$ cat config.mk
export PLATFORM = sky130hd
export DESIGN_NAME = tx_sched_arbiter
export DESIGN_NICKNAME = d
export VERILOG_FILES = /design/src/rtl/tx_sched_arbiter.sv
export SDC_FILE = /design/constraint.sdc
export NUM_CORES = 1
export LEC_CHECK = 0
export CAP_MARGIN = 40
export CORE_UTILIZATION = 39
export DETAILED_ROUTE_END_ITERATION = 7
export GPL_ROUTABILITY_DRIVEN = 0
export PLACE_DENSITY = 0.75
export SYNTH_ARGS = -nofsm -noshare
export SYNTH_HDL_FRONTEND = slang
export SYNTH_SLANG_ARGS = --single-unit
$ cat constraint.sdc
create_clock -name clk -period 1.9 [get_ports clk]
set_input_delay 0.57 -clock clk [delete_from_list [all_inputs] [get_ports clk]]
set_output_delay 0.57 -clock clk [all_outputs]
set_load 0.02 [all_outputs]
$ cat src/rtl/tx_sched_arbiter.sv
// tx_sched_arbiter: round-robin launcher sharing one serial transmitter among NREQ byte sources.
// Optional WAIT watchdog with err pulse is enabled by defining TXS_TIMEOUT_EN.
module tx_sched_arbiter #(
  parameter int NREQ      = 4,
  parameter int IDW       = 2,
  parameter int FRAME_END = 11,
  parameter int GAP       = 2,
  parameter int TIMEOUT   = 64
) (
  input  logic              clk,
  input  logic              rst,
  input  logic [NREQ-1:0]   req,
  input  logic [8*NREQ-1:0] req_data,
  output logic [NREQ-1:0]   gnt,
  output logic              tx_start,
  output logic [7:0]        tx_data,
  input  logic [3:0]        tx_cnt,
  output logic              busy,
  output logic [IDW-1:0]    owner,
  output logic              err
);
  typedef enum logic [1:0] {S_IDLE, S_WAIT, S_GAP} state_t;
  state_t         r_state;
  logic [IDW-1:0] r_rr;
  logic [IDW-1:0] w_pick;
  logic [7:0]     r_gap;
  logic           r_end_q;
  logic           w_eq;
  logic           w_done;
  logic           w_to;
  state_t         w_after;
  assign w_eq    = tx_cnt == 4'(FRAME_END);
  assign w_done  = w_eq & ~r_end_q;
  assign w_after = (GAP == 0) ? S_IDLE : S_GAP;
  assign busy    = r_state != S_IDLE;
  // Scan downward so the lowest offset from the rr pointer wins.
  always_comb begin
    w_pick = '0;
    for (int k = NREQ - 1; k >= 0; k--)
      if (req[(int'(r_rr) + k) % NREQ]) w_pick = IDW'((int'(r_rr) + k) % NREQ);
  end
`ifdef TXS_TIMEOUT_EN
  localparam int TW = $clog2(TIMEOUT + 1);
  logic [TW-1:0] r_wait;
  logic          r_err;
  assign w_to = (r_state == S_WAIT) && (r_wait == TW'(TIMEOUT - 1));
  assign err  = r_err;
  always_ff @(posedge clk) begin
    if (rst) begin
      r_wait <= '0;
      r_err  <= 1'b0;
    end else begin
      r_err  <= w_to & ~w_done;
      r_wait <= (r_state == S_WAIT) ? r_wait + 1'b1 : '0;
    end
  end
`else
  assign w_to = 1'b0;
  assign err  = 1'b0;
`endif
  always_ff @(posedge clk) begin
    if (rst) begin
      r_state  <= S_IDLE;
      gnt      <= '0;
      tx_start <= 1'b0;
      tx_data  <= '0;
      owner    <= '0;
      r_rr     <= '0;
      r_gap    <= '0;
      r_end_q  <= 1'b0;
    end else begin
      r_end_q  <= w_eq;
      gnt      <= '0;
      tx_start <= 1'b0;
      case (r_state)
        S_IDLE: if (|req) begin
          gnt      <= {{(NREQ-1){1'b0}}, 1'b1} << w_pick;
          tx_data  <= req_data[8*int'(w_pick) +: 8];
          tx_start <= 1'b1;
          owner    <= w_pick;
          r_rr     <= IDW'((int'(w_pick) + 1) % NREQ);
          r_state  <= S_WAIT;
        end
        S_WAIT: if (w_done || w_to) begin
          r_state <= w_after;
          r_gap   <= '0;
        end
        S_GAP: begin
          r_gap   <= r_gap + 1'b1;
          r_state <= (r_gap == 8'(GAP - 1)) ? S_IDLE : S_GAP;
        end
        default: r_state <= S_IDLE;
      endcase
    end
  end
endmodule

Word-level counts from Yosys, hierarchy flattened

Index checks and enable logic that the tools add are counted.

Word-level logic and storage cells: 66
Output and inout port bits: 17
Flip-flop bits (word level): 28
Bits of input ports: 42

Reduce and logical (&&, ||, !) cells: 12
Shifts and indexed selects: 2
Bitwise gates (word level): 7
Eq/ne operators: 6
Muxes and demuxes: 22
Add/subtract/negate cells: 5
Magnitude comparators: 4

Operators by type and width:

| operator                                                              | number |
|---|---|
| 32-bit by 6-bit variable part select with 8-bit output                | 1 |
| 8-bit case mux with 2 select lines                                    | 1 |
| 2-bit 2-to-1 mux                                                      | 7 |
| 3-bit by 4-bit < comparator with 1-bit output, second input constant  | 3 |
| 8-bit by 1-bit adder with 8-bit output, second input constant         | 1 |
| 1-bit binary-select mux with 2-bit select                             | 4 |
| 8-bit by 1-bit equality test with 1-bit output, second input constant | 1 |
| 1-bit 2-to-1 mux                                                      | 8 |
| 8-bit 2-to-1 mux                                                      | 1 |
| 2-bit OR reduction                                                    | 4 |
| 2-bit case mux with 3 select lines                                    | 1 |
| 2-bit AND reduction                                                   | 3 |
| 2-bit by 1-bit adder with 2-bit output, second input constant         | 2 |
| 2-bit adder, second input constant                                    | 2 |
| 4-bit equality test, second input constant                            | 1 |
| 2-bit inequality test, second input constant                          | 2 |
| 2-bit nonzero test                                                    | 2 |
| 4-bit OR reduction                                                    | 1 |
| 1-bit by 2-bit << shifter with 4-bit output, first input constant     | 1 |
| 1-bit bitwise AND, first input constant                               | 3 |
| 2-bit by 3-bit < comparator with 1-bit output, second input constant  | 1 |
| 1-bit NOT                                                             | 3 |
| 3-bit OR reduction                                                    | 1 |
| 2-bit by 1-bit equality test with 1-bit output, second input constant | 1 |
| 3 further kinds                                                       | 3 |

Logic depth before layout (Yosys ltp)

Word-level depth: 11
Mapped depth: 7
Mapped depth without buffers: 5

Worst setup path after synthesis

Ideal clock, no wire load.

Path type: input -> register
From: in tx_cnt[2]
To: reg r_gap[2]
Stages on the path: 6
Arrival time: 1,735 ps
Library setup time: 133 ps
Buffers on the path: 1
Required time: 1,767 ps
Setup slack: 32 ps
Cells stage by stage: nand4b_1 or4b_1 clkbuf_1 and2_1 o21ai_0 a21oi_1

Cells in the longest elaborated chain, start to end: 4

Ends and longest elaborated chain:

| what                            | RTL line | text |
|---|---|---|
| from (decl)                     | 17       | `input logic [3:0] tx_cnt,` |
| 4-bit equality test             | 32       | `assign w_eq = tx_cnt == 4'(FRAME_END);` |
| 1-bit bitwise AND               | 33       | `assign w_done = w_eq & ~r_end_q;` |
| 2-bit inequality test (no line) | --       |  |
| 2-bit AND reduction (no line)   | --       |  |
| to (signal assigned)            | 89       | `r_gap <= r_gap + 1'b1;` |
| to (decl)                       | 26       | `logic [7:0] r_gap;` |

Every way passes these cells.
A chain may end at the register's enable or synchronous reset.

Worst setup path after layout

From: reg tx_data[3]
To: out tx_data[3]

RTL lines:

| what                   | RTL line | text |
|---|---|---|
| from (decl)            | 16       | `output logic [7:0] tx_data,` |
| from (signal assigned) | 78       | `tx_data <= req_data[8*int'(w_pick) +: 8];` |

No word-level cell between the ends.

==> run summary <==
status: finished, final reports clean
fin crit period: 1.831 ns
clock tree sinks: 28
CP Cell Sequence: clkdlybuf4s50_1
Avg Cell Area, Syn: 8.780 um2
clock latency on the worst-skew pair: 0.27 ns
CP Max Fanout: 2
nets@finish: 289
Initial Util: 40.71%
Psw: 0.4708 mW
unrepaired setup endpoints after global routing: no
Hold Crit Class: reg -> reg
Mapped Nets: 215
number of routed nets with antenna violations: 0
Top-Level Pins: 59
reg-to-reg setup timing slack: 0.26 ns
Pre-Repair DR Iteration Count: 4
Sequential Power Share: 42.0%
post-route cell area: 0.002369 mm2
synth unique cells: 47
logic gate share of total power: 35.1%
Critical Path AT: 1.26 ns
clock skew: 0.002788 ns
Yosys reg bits: 28
final worst path period share: 96.38%
CTS tree: built
initial DRC count: 52
sequential fraction of the synthesis area: 37.33%
vias in the first global route: 1429
num rows: 22
fmax: 0.5461 GHz
IO buf count: 57
power share of the clock group: 22.8%
EDFF count, synth: 0
Worst path max stage delay: 0.64 ns
final setup violation count: 0
CTS H-Tree Depth: 1
CP required: 1.33 ns
Leakage: 0.9680 nW
wire length per cell: 13.36 um
crit start category: flip-flop
switching part of the total: 29.39%
CP endpoint kind: primary output
die width: 64.05 um
Mapped Cells: 171
worst hold slack: 0.4942 ns
internal power: 1.131 mW
Placeable Area: 0.003689 mm2
YS warnings: 0
Post-Syn Area: 0.001501 mm2
Crit-path slowest cell: clkdlybuf4s50_1
power density over the cells: 676.3 mW/mm2
Num CTS Buffers: 3
kind of critical path: reg -> out
Root Buffer: clkbuf_8
antenna diode count: 0
asr flop ratio synth: 0%
Hold Violations, Final: 0
largest net degree at the start of global routing: 17
Total Routing Usage GR: 19.18%
area grow syn2layout: 57.75%
first-pass GRT wire length: 6.189 mm
placed instance area: 0.002238 mm2
# DRC: 0
Synth Flop Type: dfxtp_1
WL final: 3.900 mm
share of layout cells above drive strength 1: 20.08%
Filler Cell Count: 342
initial antenna violation count: 0
Vias: 1532
gr ovfl total: 0
vias per cell: 5.247
CP bufs+invs: 1
CTS max path bufs: 2
die height: 64.05 um
die footprint: 0.004102 mm2
Worst-path clk slew: 0.09 ns
number of max-cap violations: 0
post-detail-place hpwl: 2.958 mm
Max Slew Vio Count: 0
VDD IR max: 0.4665 mV
Power Total: 1.602 mW
CP delay by family, top: buffers and inverters
-- placed cells by master (no fill, tap or decap), drive strengths merged, types with 2 or more instances in the layout --
master         count
nor3               2
nor2              22
o31ai              8
or4b               2
nand3b             2
nand2b             4
o21ai              2
nand3              2
dlymetal6s2s       7
nand2             12
inv                4
a211oi             2
buf               22
ha                 2
clkdlybuf4s50     48
mux2i             11
nand4              9
a21oi             10
o211ai             9
or2                5
dfxtp             28
clkbuf             5
a31oi              2
a21o               9
-- flip-flops by register name, summed over array words and instances (netlist names) --
signal	cells
gnt	4
r_rr	2
r_end_q	1
r_state	2
r_gap	8
owner	2
tx_data	8
tx_start	1
-- path summary, 6_finish.rpt --
| path | cells past startpoint | startpoint | end |
|---|---|---|---|
| hold reg to reg | 2 | tx_data[7]$_SDFFE_PP0N_ | tx_data[7]$_SDFFE_PP0N_ |
| setup / recovery | 1 | tx_data[3]$_SDFFE_PP0N_ | tx_data[3] |
| hold / removal | 2 | tx_data[7]$_SDFFE_PP0N_ | tx_data[7]$_SDFFE_PP0N_ |
| setup reg to reg | 6 | r_rr[1]$_SDFFE_PP0N_ | tx_data[5]$_SDFFE_PP0N_ |
-- layout make-up --
cell class | count | area [um2] | area share (%)
Tap cell | 48 | 60.06 | 2.536
Clock buffer | 4 | 55.05 | 2.324
Sequential cell | 28 | 560.5 | 23.67
Inverter | 4 | 15.01 | 0.6339
Multi-Input combinational cell | 129 | 914.6 | 38.62
Timing Repair Buffer | 79 | 763.2 | 32.22
-- Yosys cell counts (3+ instances only) --
library cell | n | share of area (%)
dfxtp_1 | 28 | 37
nor2_1 | 19 | 4.8
nand2_1 | 12 | 3.0
mux2i_1 | 10 | 6.7
a21o_1 | 9 | 4.5
a21oi_1 | 9 | 3.0
nand4_1 | 9 | 3.7
o211ai_1 | 9 | 4.5
o31ai_1 | 8 | 4.0
or2_2 | 5 | 2.1
inv_1 | 4 | 1.0
nand2b_1 | 4 | 1.7
clkbuf_1 | 3 | 0.75
nor2_2 | 3 | 1.3
-- routing by layer --
| metal | vias to the layer above | GRT usage [%] | part of all wire (%) | wire, um |
|---|---|---|---|---|
| li1 | 770 | - | - | - |
| met1 | 713 | 21.80 | 43 | 1673 |
| met2 | 40 | 34.04 | 50 | 1931 |
| met3 | 9 | 3.571 | 5.4 | 210 |
| met4 | 0 | 9.375 | 2.2 | 85 |
| met5 | - | 0 | 0 | 0 |
-- metrics by stage --
stage | utilization (%) | setup slack [ns] | setup TNS, ns | instances
after floorplan | - | 0.03190 | 0 | 171
after global placement | 60.69 | -0.2930 | -5.864 | 287
after detailed placement | 60.69 | -0.3269 | -6.409 | 287
after CTS | 62.65 | 0.008568 | 0 | 291
after global routing | 64.21 | 0.02559 | 0 | 292
final | 64.21 | 0.06876 | 0 | 292
-- power by group through the flow --
stage | Combinational (mW) | Sequential, mW | Clock (mW)
after floorplan | 0.248 | 0.726 | 0
after global placement | 0.551 | 0.684 | 0
after detailed placement | 0.557 | 0.685 | 0
after CTS | 0.563 | 0.673 | 0.373
after global routing | 0.603 | 0.680 | 0.398
final | 0.563 | 0.674 | 0.365
-- timing repair --
| item | in CTS | in global routing |
|---|---|---|
| setup buffers | 0 | 1 |
| gates resized for setup | 6 | 17 |
| endpoints found under the setup margin | 12 | 19 |
| pin swaps | 0 | 3 |
| gates cloned | 0 | 0 |
| hold endpoints to repair | 0 | 0 |
| hold buffers | 0 | 0 |
-- kinds of logic (layout without fill, tap and decap cells) --
kind of cell	Yosys count	in the layout	share of synthesized area, %
simple gates	67	67	24.50
flops	28	28	37.33
xor+xnor	1	1	0.5834
mux	12	12	8.333
buf+inv	14	87	5.249
other cells	1	1	0.2498
fa+ha+maj	2	2	1.666
compound gates	46	46	22.08
(Power assumes the default switching activity.)
